===== src/rtl/timer_slave_pkg.sv =====
// Shared definitions for timer_slave: bus widths, active-low levels,
// register indices, CTRL/INTR bit positions and response FSM encodings.
// The WAIT state only exists when TIMER_WAIT_STATE_EN is defined.
package timer_slave_pkg;

  localparam int BUS_WIDTH  = 32;
  localparam int ADDR_WIDTH = 2;

  // Levels for the active-low strobes and ready
  localparam logic ENABLE_  = 1'b0;
  localparam logic DISABLE_ = 1'b1;

  // Word register indices
  localparam logic [ADDR_WIDTH-1:0] REG_CTRL    = 2'd0;
  localparam logic [ADDR_WIDTH-1:0] REG_INTR    = 2'd1;
  localparam logic [ADDR_WIDTH-1:0] REG_EXPR    = 2'd2;
  localparam logic [ADDR_WIDTH-1:0] REG_COUNTER = 2'd3;

  // Bit positions inside CTRL and INTR
  localparam int CTRL_START_BIT    = 0;
  localparam int CTRL_PERIODIC_BIT = 1;
  localparam int INTR_FLAG_BIT     = 0;

  // Response FSM encodings
`ifdef TIMER_WAIT_STATE_EN
  typedef enum logic [1:0] {
    ST_IDLE = 2'b00,
    ST_RESP = 2'b01,
    ST_WAIT = 2'b10
  } resp_state_e;
`else
  typedef enum logic [1:0] {
    ST_IDLE = 2'b00,
    ST_RESP = 2'b01
  } resp_state_e;
`endif

  // Read image of CTRL: unused upper bits read as zero
  function automatic logic [BUS_WIDTH-1:0] pack_ctrl(input logic start, input logic periodic);
    logic [BUS_WIDTH-1:0] word;
    word = {BUS_WIDTH{1'b0}};
    word[CTRL_START_BIT]    = start;
    word[CTRL_PERIODIC_BIT] = periodic;
    return word;
  endfunction

  // Read image of INTR: only the flag bit is populated
  function automatic logic [BUS_WIDTH-1:0] pack_intr(input logic flag);
    logic [BUS_WIDTH-1:0] word;
    word = {BUS_WIDTH{1'b0}};
    word[INTR_FLAG_BIT] = flag;
    return word;
  endfunction

endpackage


===== src/rtl/timer_slave.sv =====
// timer_slave: bus-accessible 32-bit timer with CTRL/INTR/EXPR/COUNTER
// registers, a one-cycle (or two-cycle) rdy_ response and a level irq.
// Optional macro TIMER_WAIT_STATE_EN inserts a WAIT state so that rdy_
// falls on the second cycle after the access; read data is still sampled
// at the access edge.
module timer_slave
  import timer_slave_pkg::*;
#(
  parameter logic [31:0] EXPR_RESET = 32'h0000_0000
) (
  input  logic        clk,
  input  logic        reset_,
  input  logic        cs_,
  input  logic        as_,
  input  logic        rw,
  input  logic [1:0]  addr,
  input  logic [31:0] wr_data,
  output logic [31:0] rd_data,
  output logic        rdy_,
  output logic        irq
);

  resp_state_e   state_r;
  logic          rdy_r;
  logic [31:0]   rd_data_r;
`ifdef TIMER_WAIT_STATE_EN
  logic [31:0]   rd_hold_r;
`endif

  logic          start_r;
  logic          periodic_r;
  logic          intr_r;
  logic [31:0]   expr_r;
  logic [31:0]   counter_r;

  logic          access_s;
  logic          wr_s;
  logic          expire_s;
  logic [31:0]   rd_mux_s;
  logic [31:0]   resp_data_s;

  // Strobes are only honoured while the responder is idle
  assign access_s = (state_r == ST_IDLE) && (cs_ == ENABLE_) && (as_ == ENABLE_);
  assign wr_s     = access_s && (rw == 1'b0);
  assign expire_s = start_r && (counter_r == expr_r);

  // Select the addressed register for a read
  always_comb begin
    rd_mux_s = 32'h0000_0000;
    case (addr)
      REG_CTRL:    rd_mux_s = pack_ctrl(start_r, periodic_r);
      REG_INTR:    rd_mux_s = pack_intr(intr_r);
      REG_EXPR:    rd_mux_s = expr_r;
      REG_COUNTER: rd_mux_s = counter_r;
      default:     rd_mux_s = 32'h0000_0000;
    endcase
  end

  // Writes return zero so rd_data never carries stale register contents
  always_comb begin
    resp_data_s = 32'h0000_0000;
    if (rw == 1'b1) begin
      resp_data_s = rd_mux_s;
    end else begin
      resp_data_s = 32'h0000_0000;
    end
  end

  // Response FSM: registered rdy_ and rd_data, one pulse per access
  always_ff @(posedge clk or negedge reset_) begin
    if (!reset_) begin
      state_r   <= ST_IDLE;
      rdy_r     <= DISABLE_;
      rd_data_r <= 32'h0000_0000;
`ifdef TIMER_WAIT_STATE_EN
      rd_hold_r <= 32'h0000_0000;
`endif
    end else begin
      case (state_r)
        ST_IDLE: begin
          if (access_s) begin
`ifdef TIMER_WAIT_STATE_EN
            state_r   <= ST_WAIT;
            rd_hold_r <= resp_data_s;
            rdy_r     <= DISABLE_;
            rd_data_r <= 32'h0000_0000;
`else
            state_r   <= ST_RESP;
            rdy_r     <= ENABLE_;
            rd_data_r <= resp_data_s;
`endif
          end else begin
            state_r   <= ST_IDLE;
            rdy_r     <= DISABLE_;
            rd_data_r <= 32'h0000_0000;
          end
        end
`ifdef TIMER_WAIT_STATE_EN
        ST_WAIT: begin
          state_r   <= ST_RESP;
          rdy_r     <= ENABLE_;
          rd_data_r <= rd_hold_r;
        end
`endif
        ST_RESP: begin
          state_r   <= ST_IDLE;
          rdy_r     <= DISABLE_;
          rd_data_r <= 32'h0000_0000;
        end
        default: begin
          state_r   <= ST_IDLE;
          rdy_r     <= DISABLE_;
          rd_data_r <= 32'h0000_0000;
        end
      endcase
    end
  end

  // Counter core: bus writes override counting and expiry for their register,
  // except that an expiry always leaves the interrupt flag set
  always_ff @(posedge clk or negedge reset_) begin
    if (!reset_) begin
      start_r    <= 1'b0;
      periodic_r <= 1'b0;
      intr_r     <= 1'b0;
      expr_r     <= EXPR_RESET;
      counter_r  <= 32'h0000_0000;
    end else begin
      if (wr_s && (addr == REG_COUNTER)) begin
        counter_r <= wr_data;
      end else if (expire_s) begin
        counter_r <= 32'h0000_0000;
      end else if (start_r) begin
        counter_r <= counter_r + 32'h0000_0001;
      end else begin
        counter_r <= counter_r;
      end

      if (wr_s && (addr == REG_CTRL)) begin
        start_r    <= wr_data[CTRL_START_BIT];
        periodic_r <= wr_data[CTRL_PERIODIC_BIT];
      end else if (expire_s && !periodic_r) begin
        start_r    <= 1'b0;
        periodic_r <= periodic_r;
      end else begin
        start_r    <= start_r;
        periodic_r <= periodic_r;
      end

      if (expire_s) begin
        intr_r <= 1'b1;
      end else if (wr_s && (addr == REG_INTR)) begin
        intr_r <= wr_data[INTR_FLAG_BIT];
      end else begin
        intr_r <= intr_r;
      end

      if (wr_s && (addr == REG_EXPR)) begin
        expr_r <= wr_data;
      end else begin
        expr_r <= expr_r;
      end
    end
  end

  assign rdy_    = rdy_r;
  assign rd_data = rd_data_r;
  assign irq     = intr_r;

endmodule


===== config.mk =====
export PLATFORM = sky130hd
export DESIGN_NAME = timer_slave
export DESIGN_NICKNAME = d
export VERILOG_FILES = /design/src/rtl/timer_slave_pkg.sv /design/src/rtl/timer_slave.sv
export SDC_FILE = /design/constraint.sdc
export NUM_CORES = 1
export LEC_CHECK = 0
export ABC_AREA = 1
export CAP_MARGIN = 0
export CORE_ASPECT_RATIO = 1.5
export CORE_MARGIN = 8
export CORE_UTILIZATION = 51
export DETAILED_ROUTE_END_ITERATION = 8
export GPL_TIMING_DRIVEN = 0
export PLACE_DENSITY = 0.77
export SETUP_SLACK_MARGIN = 0.5
export SLEW_MARGIN = 20
export SYNTH_ARGS = -nofsm -noshare
export SYNTH_HDL_FRONTEND = slang
export SYNTH_SLANG_ARGS = --single-unit

===== constraint.sdc =====
create_clock -name clk -period 1.5 [get_ports clk]
set_input_delay 0.3 -clock clk [delete_from_list [all_inputs] [get_ports clk]]
set_output_delay 0.3 -clock clk [all_outputs]
set_load 0.03 [all_outputs]

==> results of run 1 <==
==> sequential cells by signal (all words and copies together) (netlist names) <==
signal / cells
expr_r: 32
periodic_r: 1
irq: 1
rdy_: 1
counter_r: 32
rd_data: 32
state_r: 1
start_r: 1
==> cell type report <==
type,instances,area share
multi-input cells,611,0.395
flip-flops and latches,101,0.266
repair buffers,157,0.179
inverters,157,0.0629
plain buffers,41,0.0485
clock buffers,10,0.0239
well taps,153,0.0200
clock inverters,6,0.00470
==> synthesized netlist by cell type, drive strengths merged <==
cell	number
a2111oi	1
a211oi	1
a21oi	38
a221oi	1
a31oi	1
and2	2
buf	28
clkbuf	13
clkinv	2
dfrtp	100
dfstp	1
ha	1
inv	155
nand2	281
nand3	77
nand4	9
nor2	93
nor3	5
nor3b	1
o21ai	34
o22ai	31
xnor2	13
xor2	21
==> critical path: stages, from the launching register on <==
cell	delay [ns]
dfrtp_1	0.40
clkbuf_8	0.17
xnor2_2	0.17
nand2_1	0.10
nor2_2	0.31
nand2_1	0.19
nor2_4	0.19
nand2_4	0.14
buf_16	0.17
nand3_2	0.07
nand2_1	0.07
==> worst min path at each step <==
| stage | startpoint | to | slack, ns | cells past startpoint |
|---|---|---|---|---|
| global placement | state_r[0]$_DFF_PN0_ | state_r[0]$_DFF_PN0_ | 0.47 | 1 |
| floorplan | reset_ | counter_r[0]$_DFFE_PN0P_ | 0.004 | 0 |
| global route | reset_ | expr_r[6]$_DFFE_PN0P_ | -0.11 | 1 |
| CTS | reset_ | expr_r[6]$_DFFE_PN0P_ | -0.11 | 1 |
| finish | reset_ | expr_r[6]$_DFFE_PN0P_ | -0.14 | 1 |
| detailed placement | reset_ | expr_r[6]$_DFFE_PN0P_ | 0.26 | 1 |
==> through the flow <==
step	setup TNS, ns	utilization
finish	-20.53	0.798
global route	-22.95	0.798
CTS	-6.90	0.738
detailed placement	-52.37	0.611
global placement	-430.46	0.608
floorplan	0	-
==> cells in the final DEF (no fill, tap or decap), types with 19 or more instances in the layout <==
cell type        synthesis  routed
a21oi_2                  0      22
buf_4                    7      61
buf_6                    2      62
clkdlybuf4s50_1          0      33
dfrtp_1                100      81
dfrtp_2                  0      19
inv_1                  145     129
inv_2                   10      22
nand2_1                279     218
nand2_2                  1      46
nand3_1                 64      52
nand3_2                 13      23
nor2_1                  85      57
nor2_4                   5      20
o21ai_2                  0      19
o22ai_1                 31      31
xor2_1                  21      21
==> logic make-up (layout without fill, tap and decap cells) <==
group,after synthesis,in the layout,share of synthesized area
adder cells (fa/ha/maj),1,1,0.00200
flip-flops,101,101,0.403
AO/OA/AOI/OAI,107,107,0.0944
buffers and inverters,198,371,0.130
AND/OR/NAND/NOR,468,469,0.323
XOR/XNOR,34,34,0.0475
==> report_power, final <==
group	total (mW)	internal (mW)	leakage, nW	switching (mW)
Clock	2.28	1.14	0.138	1.13
Sequential	4.27	3.42	1.27	0.849
Combinational	6.59	2.73	3.11	3.86
==> per-layer routing <==
metal,vias to the layer above,wire length (um),global-route usage
met3,197,2530,0.0660
li1,3154,-,-
met4,0,2340,0.202
met1,3478,8720,0.307
met5,-,0,0
met2,538,12700,0.503
==> timing repair <==
item	CTS	global route
endpoints found under the setup margin	133	133
hold endpoints to repair	45	45
pin swaps	14	34
resized for setup	450	134
gates cloned	10	0
setup buffers	39	36
==> summary.txt, run 1 <==
Placement
  – Post-Place Cells: 1,135
  – Dpl hpwl: 14,700 um
  – Dpl ws: -0.760 ns
  – Port bufs: 72
  – GP Congestion: 0.981
  – Placed Area: 7340 um^2

Floorplan
  – Core Area: 12,000 um^2
  – Die area: 16,200 um^2
  – I/O pin total: 73
  – Die span in y: 152 um
  – Std cell rows: 49
  – Initial Utilization: 0.522
  – Die W: 107 um

Layout
  – Fin cells: 1,236
  – Antenna diodes: 0
  – Register area: 2550 um^2
  – Filler cell count: 757
  – Multi-input gate area: 3790 um^2
  – Area Overhead vs Synth: 53.0%
  – Net count, final: 1,118
  – Ratio of cells with drive above 1 in the final layout: 0.380
  – Post-route cell area: between 9000 and 10,000 um^2

Synth
  – Number of synthesis warnings: 0
  – Post-Syn Instances: 909
  – Mapped cell area: 6270 um^2
  – Distinct cell type count after synthesis: 36
  – Top cells by area, synth: dfrtp_1, nand2_1, inv_1
  – Syn_nets: 949
  – Yosys top cell by area: dfrtp_1
  – Post-synth top area share: 0.399
  – Sequential area share after synthesis: 0.403
  – Flops & latches, synth: 101
  – Syn avg cell area: around 6.9 um^2

Timing
  – Setup slack after layout: -0.584 ns
  – Worst Tran Pin Value: 0.550 ns
  – Post-route clock period utilization: 1.39
  – Setup-failing EPs final: 66
  – Worst hold slack: -0.138 ns
  – Crit path time final: 2.08 ns
  – RSZ-0062 raised after global routing: true
  – Max-slew violation count: 0
  – Final Skew: 0.0142 ns
  – Relative slew slack: 0.633
  – Hold violation total from the final report: 45
  – Peak Freq: 480 MHz

Clock network
  – Root Driver: clkbuf_16
  – Max clock buf depth: 2
  – Clock slew at reported path FFs: 0.08 ns
  – CTS tree: built
  – H-tree depth: 3
  – Sink Count: between 100 and 150
  – Clock Latency Late Sink: 0.36 ns
  – Num CTS Buffers: 9

Run status
  – Violated checks: hold timing, setup timing
  – Status: finished, violations left

Detailed routing
  – Drt drc: 0
  – Post-route ant nets: 0
  – Via count: approximately 7,400
  – DR pass1 iterations: 5
  – DR iter-0 viols: 875
  – WL final: 26,300 um
  – Wire per inst: 21.3 um
  – Average vias per placed instance: 5.96

Critical path
  – WS Path Type: flip-flop to flip-flop
  – CP max FO: 6
  – R2R Setup Slk: -0.58 ns
  – Worst flop-to-flop path endpoint: counter_r[10]$_DFFE_PN0P_
  – Setup crit start kind: flip-flop
  – Worst EP required: approximately 1.7 ns
  – Crit Reg-Reg Startpoint: counter_r[8]$_DFFE_PN0P_
  – Worst Setup EP: counter_r[10]$_DFFE_PN0P_
  – CP Data Arrival Time: 2.32 ns
  – Worst r2r path cells: 10
  – Worst setup EP type: flip-flop
  – CP Launch Point: counter_r[8]$_DFFE_PN0P_

GRT
  – First-pass GRT wire length: about 36,000 um
  – Largest net degree at the start of global routing: between 50 and 60
  – Initial antenna violation count: 0
  – GRT Util Overall: 0.290
  – Grt ovf: 0
  – Vias in the first global route: roughly 7,000

Flow run
  – Max_cap viols: 0

Power and ir drop
  – Power Density: roughly 1400 nW/um^2
  – VDD IR max: 0.765 mV
  – Tot Pwr: 13.1 mW
  – Pleak: 4.52 nW

Min path
  – Hold Crit Class: input port to asynchronous set/reset pin
Power figures use the tool's default switching activity.
==> run 2, diff against run 1 <==
==> constraint.sdc (replaced) <==
create_clock -name clk -period 1.5 [get_ports clk]
set_input_delay 0.3 -clock clk [delete_from_list [all_inputs] [get_ports clk]]
set_output_delay 0.3 -clock clk [all_outputs]
set_load 0.02 [all_outputs]
==> run 2 against run 1 <==
Effect of this change:
- the flow still finishes with violations (hold timing, setup timing)
- clock-buffer cell count is the same
- wire length up 3.4%
- clock power about the same
- first-iteration DRC count is 3.0% higher
- maximum frequency grew 7.2%
- flip-flop and latch count did not move
- non-clock buffer count shrank 12
- combinational power fell by 4.6%
- critical endpoint is now counter_r[23]$_DFFE_PN0P_
==> summary.txt, run 2 (synthesized netlist as in run 1, its figures left out) <==
Power and ir drop
  – Pleak: roughly 4.5 nW
  – VDD IR max: 0.759 mV
  – Power Density: 1350 nW/um^2

Timing
  – Setup-failing EPs final: 86
  – Setup_tns: -18.92 ns
  – Crit path time final: around 1.9 ns
  – Max-slew violation count: 0
  – Worst Tran Pin Value: 0.567 ns
  – Setup slack after layout: -0.444 ns
  – RSZ-0062 raised after global routing: true
  – Post-route clock period utilization: 1.30
  – Final Skew: 0.0124 ns
  – Worst hold slack: -0.143 ns
  – Peak Freq: 514 MHz
  – Relative slew slack: 0.622
  – Hold violation total from the final report: 45

Critical path
  – Worst flop-to-flop path endpoint: counter_r[23]$_DFFE_PN0P_
  – Setup crit start kind: flip-flop
  – Worst path most repeated cell: nand2_1
  – WS Path Type: flip-flop to flip-flop
  – Worst r2r path cells: 11
  – CP top delay family: simple AND/OR/NAND/NOR gates
  – Crit Reg-Reg Startpoint: counter_r[6]$_DFFE_PN0P_
  – Worst EP required: 1.75 ns
  – Worst path max stage delay: roughly 0.44 ns
  – Worst setup EP type: flip-flop
  – CP max FO: 10
  – CP Data Arrival Time: 2.19 ns
  – R2R Setup Slk: -0.44 ns
  – Critical path buffer and inverter count: 2
  – Crit-path cells: inv_2, nand2_1, nand2_1, nand2_1, nor2_2, nand2_1, nor2_4, nand2_4, buf_12, nand3_2, nand2_1
  – Slowest CP cell: dfrtp_2

GRT
  – Largest net degree at the start of global routing: 56
  – Initial antenna violation count: 1
  – Grt ovf: 0
  – Vias in the first global route: around 6,900
  – GRT Util Overall: 0.290
  – First-pass GRT wire length: 35,900 um

Layout
  – Fin cells: between 1,000 and 1,500
  – Most frequent cells in the layout: nand2_1, inv_1, dfrtp_1, buf_6, nand3_1
  – Filler cell count: roughly 750
  – Area Overhead vs Synth: 52.8%
  – Ratio of cells with drive above 1 in the final layout: 0.383
  – Net count, final: 1,106
  – Post-route core utilization: 0.797
  – Most common cell after layout, fill and taps aside: nand2_1

Detailed routing
  – Average vias per placed instance: 6.08
  – Via count: 7,443
  – Wire per inst: 22.2 um
  – DR iter-0 viols: 901
  – Post-route ant nets: 0
  – Drt drc: 0
  – WL final: 27,200 um
  – DR pass1 iterations: 6

Floorplan
  – Die span in y: 152 um
  – Die area: ~16,000 um^2
  – Std cell rows: 49
  – Initial Utilization: 0.522
  – I/O pin total: 73
  – Core Area: about 12,000 um^2
  – Die W: 107 um

Clock network
  – Clock Latency Late Sink: 0.37 ns
  – CTS tree: built
  – H-tree depth: 3
  – Max clock buf depth: 2
  – Root Driver: clkbuf_16
  – Num CTS Buffers: 9
  – Clock slew at reported path FFs: about 0.07 ns
  – Sink Count: around 100

Min path
  – Hold Crit Class: input port to asynchronous set/reset pin

Flow run
  – Max_cap viols: 0

Placement
  – Dpl hpwl: 14,700 um
  – Port bufs: 72
  – Post-Place Cells: 1,135
  – GP Congestion: 0.981

Run status
  – Status: finished, violations left
  – Violated checks: hold timing, setup timing
## run 2: cell count changes in the layout (fill, tap and decap cells not counted), moves of 3 or more
cell     previous run  this run
nor2_2             16        26
nor2_1             57        45
nand2_4            17        21
buf_4              61        43
a21oi_2            22        26
buf_8               5         8
a21oi_4            13         9
## run 2: area by class of cell
type	instances	area, um^2	share of cell area
repair buffers	145	1650	0.172
inverters	157	604	0.0631
diodes	1	2.50	0.000261
multi-input cells	611	3830	0.400
flip-flops and latches	101	2550	0.266
clock inverters	6	45.0	0.00470
well taps	153	191	0.0200
clock buffers	10	229	0.0239
plain buffers	41	477	0.0498
## run 2: worst max-delay path by stage
stage / from / end / slack, ns / depth (start not counted)
6_report: counter_r[6]$_DFFE_PN0P_ / counter_r[23]$_DFFE_PN0P_ / -0.44 / 11
2_1_floorplan: counter_r[18]$_DFFE_PN0P_ / counter_r[16]$_DFFE_PN0P_ / 0.04 / 12
3_5_place_dp: as_ / expr_r[18]$_DFFE_PN0P_ / -0.76 / 6
5_1_grt: counter_r[6]$_DFFE_PN0P_ / counter_r[23]$_DFFE_PN0P_ / -0.49 / 11
4_1_cts: expr_r[16]$_DFFE_PN0P_ / counter_r[24]$_DFFE_PN0P_ / -0.25 / 12
3_3_place_gp: reset_ / rd_data[26]$_DFF_PN0_ / -3.78 / 1
## run 2: per-stage QoR
step | power [mW] | worst slack, ns | cell area, um^2 | hold WS (ns)
detailed placement | 8.48 | -0.760 | 7340 | 0.264
CTS | 11.3 | -0.250 | 8760 | -0.114
global placement | 8.38 | -3.78 | 7310 | 0.469
global route | 13.5 | -0.495 | 9580 | -0.101
floorplan | 7.23 | 0.0441 | 6400 | 0.00441
finish | 12.9 | -0.444 | 9580 | -0.143
## run 2: timing repair
| item | CTS | global route |
|---|---|---|
| endpoints found under the setup margin | 133 | 133 |
| hold endpoints to repair | 45 | 45 |
| buffers inserted | 39 | 22 |
| gates resized for setup | 392 | 176 |
| pin swaps | 14 | 41 |
| gates cloned | 10 | 2 |
## run 2: layer usage
layer  part of all wire  global-route usage
met4              0.082               0.209
met1               0.32               0.316
met3               0.12              0.0500
met2               0.48               0.501
met5                  0                   0
## run 2: power breakdown
group	internal, mW	switching, mW
combinational	2.50	3.79
sequential	3.42	0.897
clock	1.14	1.16
==> run 3, diff against run 2 <==
CORE_UTILIZATION = 35   (was 51)
PLACE_DENSITY = default   (was 0.77)
==> run 3 against run 2 <==
Effect of this change:
- the flow still finishes with violations (hold timing, setup timing)
- first-iteration DRC count down 45%
- flip-flop and latch count unchanged
- largest power group unchanged
- critical path type unchanged
- critical endpoint is now counter_r[8]$_DFFE_PN0P_
- final cell count increased by 5.6%
==> summary.txt, run 3 (synthesized netlist as in run 1, its figures left out) <==
Clock network
  – Num CTS Buffers: 9
  – Clock slew at reported path FFs: 0.07 ns
  – CTS tree: built
  – Root Driver: clkbuf_16
  – Sink Count: 101
  – Max clock buf depth: 2
  – Clock Latency Late Sink: 0.35 ns
  – H-tree depth: 3

Layout
  – Post-route core utilization: 0.543
  – Net count, final: between 1,000 and 1,500
  – Ratio of cells with drive above 1 in the final layout: 0.347
  – Filler cell count: 1,621
  – Most common cell after layout, fill and taps aside: nand2_1
  – Antenna diodes: 0
  – Area Overhead vs Synth: 53.4%
  – Most frequent cells in the layout: nand2_1, inv_1, dfrtp_1, nor2_1, buf_6
  – Post-route cell area: approximately 9600 um^2

Timing
  – Hold violation total from the final report: 43
  – Worst Tran Pin Value: 0.433 ns
  – Setup slack after layout: -0.317 ns
  – Final Skew: about 0.011 ns
  – Setup-failing EPs final: 49
  – Worst hold slack: -0.128 ns
  – Crit path time final: 1.82 ns
  – Peak Freq: 550 MHz
  – RSZ-0062 raised after global routing: true
  – Relative slew slack: 0.711
  – Post-route clock period utilization: 1.21
  – Max-slew violation count: 0

Detailed routing
  – Via count: about 6,600
  – DR iter-0 viols: 500
  – Post-route ant nets: 0
  – DR pass1 iterations: 6
  – WL final: around 24,000 um
  – Drt drc: 0
  – Average vias per placed instance: between 5 and 6
  – Wire per inst: 18.5 um

Floorplan
  – Die W: around 130 um
  – Die span in y: 180 um
  – I/O pin total: 73
  – Die area: 22,500 um^2
  – Initial Utilization: 0.354
  – Std cell rows: 60
  – Core Area: 17,700 um^2

Power and ir drop
  – Sequential fraction of design power: 0.329
  – Pleak: 4.49 nW
  – Gate power share: 0.471
  – Sw Share: 0.408
  – Psw: 5.20 mW
  – Power Density: 1320 nW/um^2
  – Clock network fraction of total power: 0.200
  – VDD IR max: 0.738 mV
  – Pint: 7.53 mW

Critical path
  – Worst path max stage delay: between 0.4 and 0.5 ns
  – Worst path most repeated cell: nand2_1
  – Crit-path cells: inv_2, nand2_1, nand2_1, nor2_1, nand2_1, nor2_2, nand2_2, nor2_4, nand2_4, buf_8, nand3_2, nand2_1
  – WS Path Type: flip-flop to flip-flop
  – CP Data Arrival Time: 2.05 ns
  – Slowest CP cell: dfrtp_2
  – Critical path buffer and inverter count: 2
  – CP top delay family: simple AND/OR/NAND/NOR gates
  – Worst EP required: around 1.7 ns
  – Setup crit start kind: flip-flop
  – CP max FO: 10
  – Worst setup EP type: flip-flop

Placement
  – Placed Area: 7420 um^2
  – Dpl hpwl: 15,900 um
  – GP Congestion: 0.950
  – Port bufs: 72

GRT
  – First-pass GRT wire length: between 30,000 and 40,000 um
  – Vias in the first global route: 6,691
  – Largest net degree at the start of global routing: 59
  – Initial antenna violation count: 0
  – Grt ovf: 0
  – GRT Util Overall: 0.198

Min path
  – Hold Crit Class: input port to asynchronous set/reset pin

Run status
  – Violated checks: hold timing, setup timing
  – Status: finished, violations left

Flow run
  – Max_cap viols: 0
-- run 3: changes by cell type in the layout (fill, tap and decap cells not counted), moves of 5 or more --
| cell | before | now |
|---|---|---|
| nand2_2 | 44 | 28 |
| nor2_2 | 26 | 21 |
| buf_4 | 43 | 48 |
| nor2_4 | 22 | 14 |
| nand2_1 | 216 | 246 |
| nand2_4 | 21 | 7 |
| buf_6 | 63 | 55 |
| nor2_1 | 45 | 58 |
-- run 3: stage by stage --
stage                     TNS [ns]  cells  hold WS (ns)  power (mW)  worst slack, ns
after floorplan                  0    909       0.00441        7.23           0.0441
after global placement     -460.79   1198         0.479        8.49            -4.06
after detailed placement    -56.42   1199         0.262        8.56           -0.802
after CTS                    -5.82   1262        -0.116        12.0           -0.189
after global routing        -12.37   1294        -0.111        13.5           -0.361
final                        -8.54   1294        -0.128        12.7           -0.317
-- run 3: cell type report --
| class | count | area (um^2) | area share |
|---|---|---|---|
| Clock buffer | 12 | 236 | 0.0246 |
| Buffer | 41 | 488 | 0.0508 |
| Timing Repair Buffer | 151 | 1750 | 0.182 |
| Inverter | 157 | 596 | 0.0619 |
| Sequential cell | 101 | 2550 | 0.265 |
| Tap cell | 217 | 272 | 0.0282 |
| Clock inverter | 4 | 75.1 | 0.00781 |
| Multi-Input combinational cell | 611 | 3650 | 0.380 |
-- run 3: final timing paths --
check / startpoint / to / slack, ns / depth (start not counted)
min in group clk: addr[0] / start_r$_DFFE_PN0P_ / 0.34 / 4
setup reg to reg: counter_r[29]$_DFFE_PN0P_ / counter_r[8]$_DFFE_PN0P_ / -0.32 / 12
hold reg to reg: expr_r[4]$_DFFE_PN0P_ / expr_r[4]$_DFFE_PN0P_ / 0.57 / 2
setup / recovery: counter_r[29]$_DFFE_PN0P_ / counter_r[8]$_DFFE_PN0P_ / -0.32 / 12
hold / removal: reset_ / rd_data[6]$_DFF_PN0_ / -0.13 / 1
max in group asynchronous: reset_ / rdy_$_DFF_PN1_ / 0.90 / 2
-- run 3: worst reg2reg max path: stages, from the launching register on --
cell	delay (ns)
dfrtp_2	0.44
inv_2	0.08
nand2_1	0.11
nand2_1	0.07
nor2_1	0.09
nand2_1	0.09
nor2_2	0.13
nand2_2	0.07
nor2_4	0.19
nand2_4	0.14
buf_8	0.18
nand3_2	0.06
nand2_1	0.05
-- run 3: power groups by stage --
stage	logic, mW	registers (mW)	clock network [mW]
finish	5.99	4.19	2.54
global route	6.54	4.28	2.69
CTS	5.25	4.16	2.57
detailed placement	4.36	4.20	0
global placement	4.30	4.20	0
floorplan	3.24	4.00	0
-- run 3: timing repair --
item                                   4_1_cts  5_1_grt
cloned                                       7        7
buffers inserted                            40       25
pin swaps                                   13       23
setup endpoints to repair                  133      135
endpoints found under the hold margin       43       43
gates resized for setup                    391      117
-- run 3: layer usage --
metal  vias to the layer above  share of wire  track usage
li1                       3147              -            -
met1                      3191           0.36        0.203
met2                       222           0.53        0.379
met3                        87          0.046       0.0287
met4                         0          0.063        0.103
met5                         -              0            0
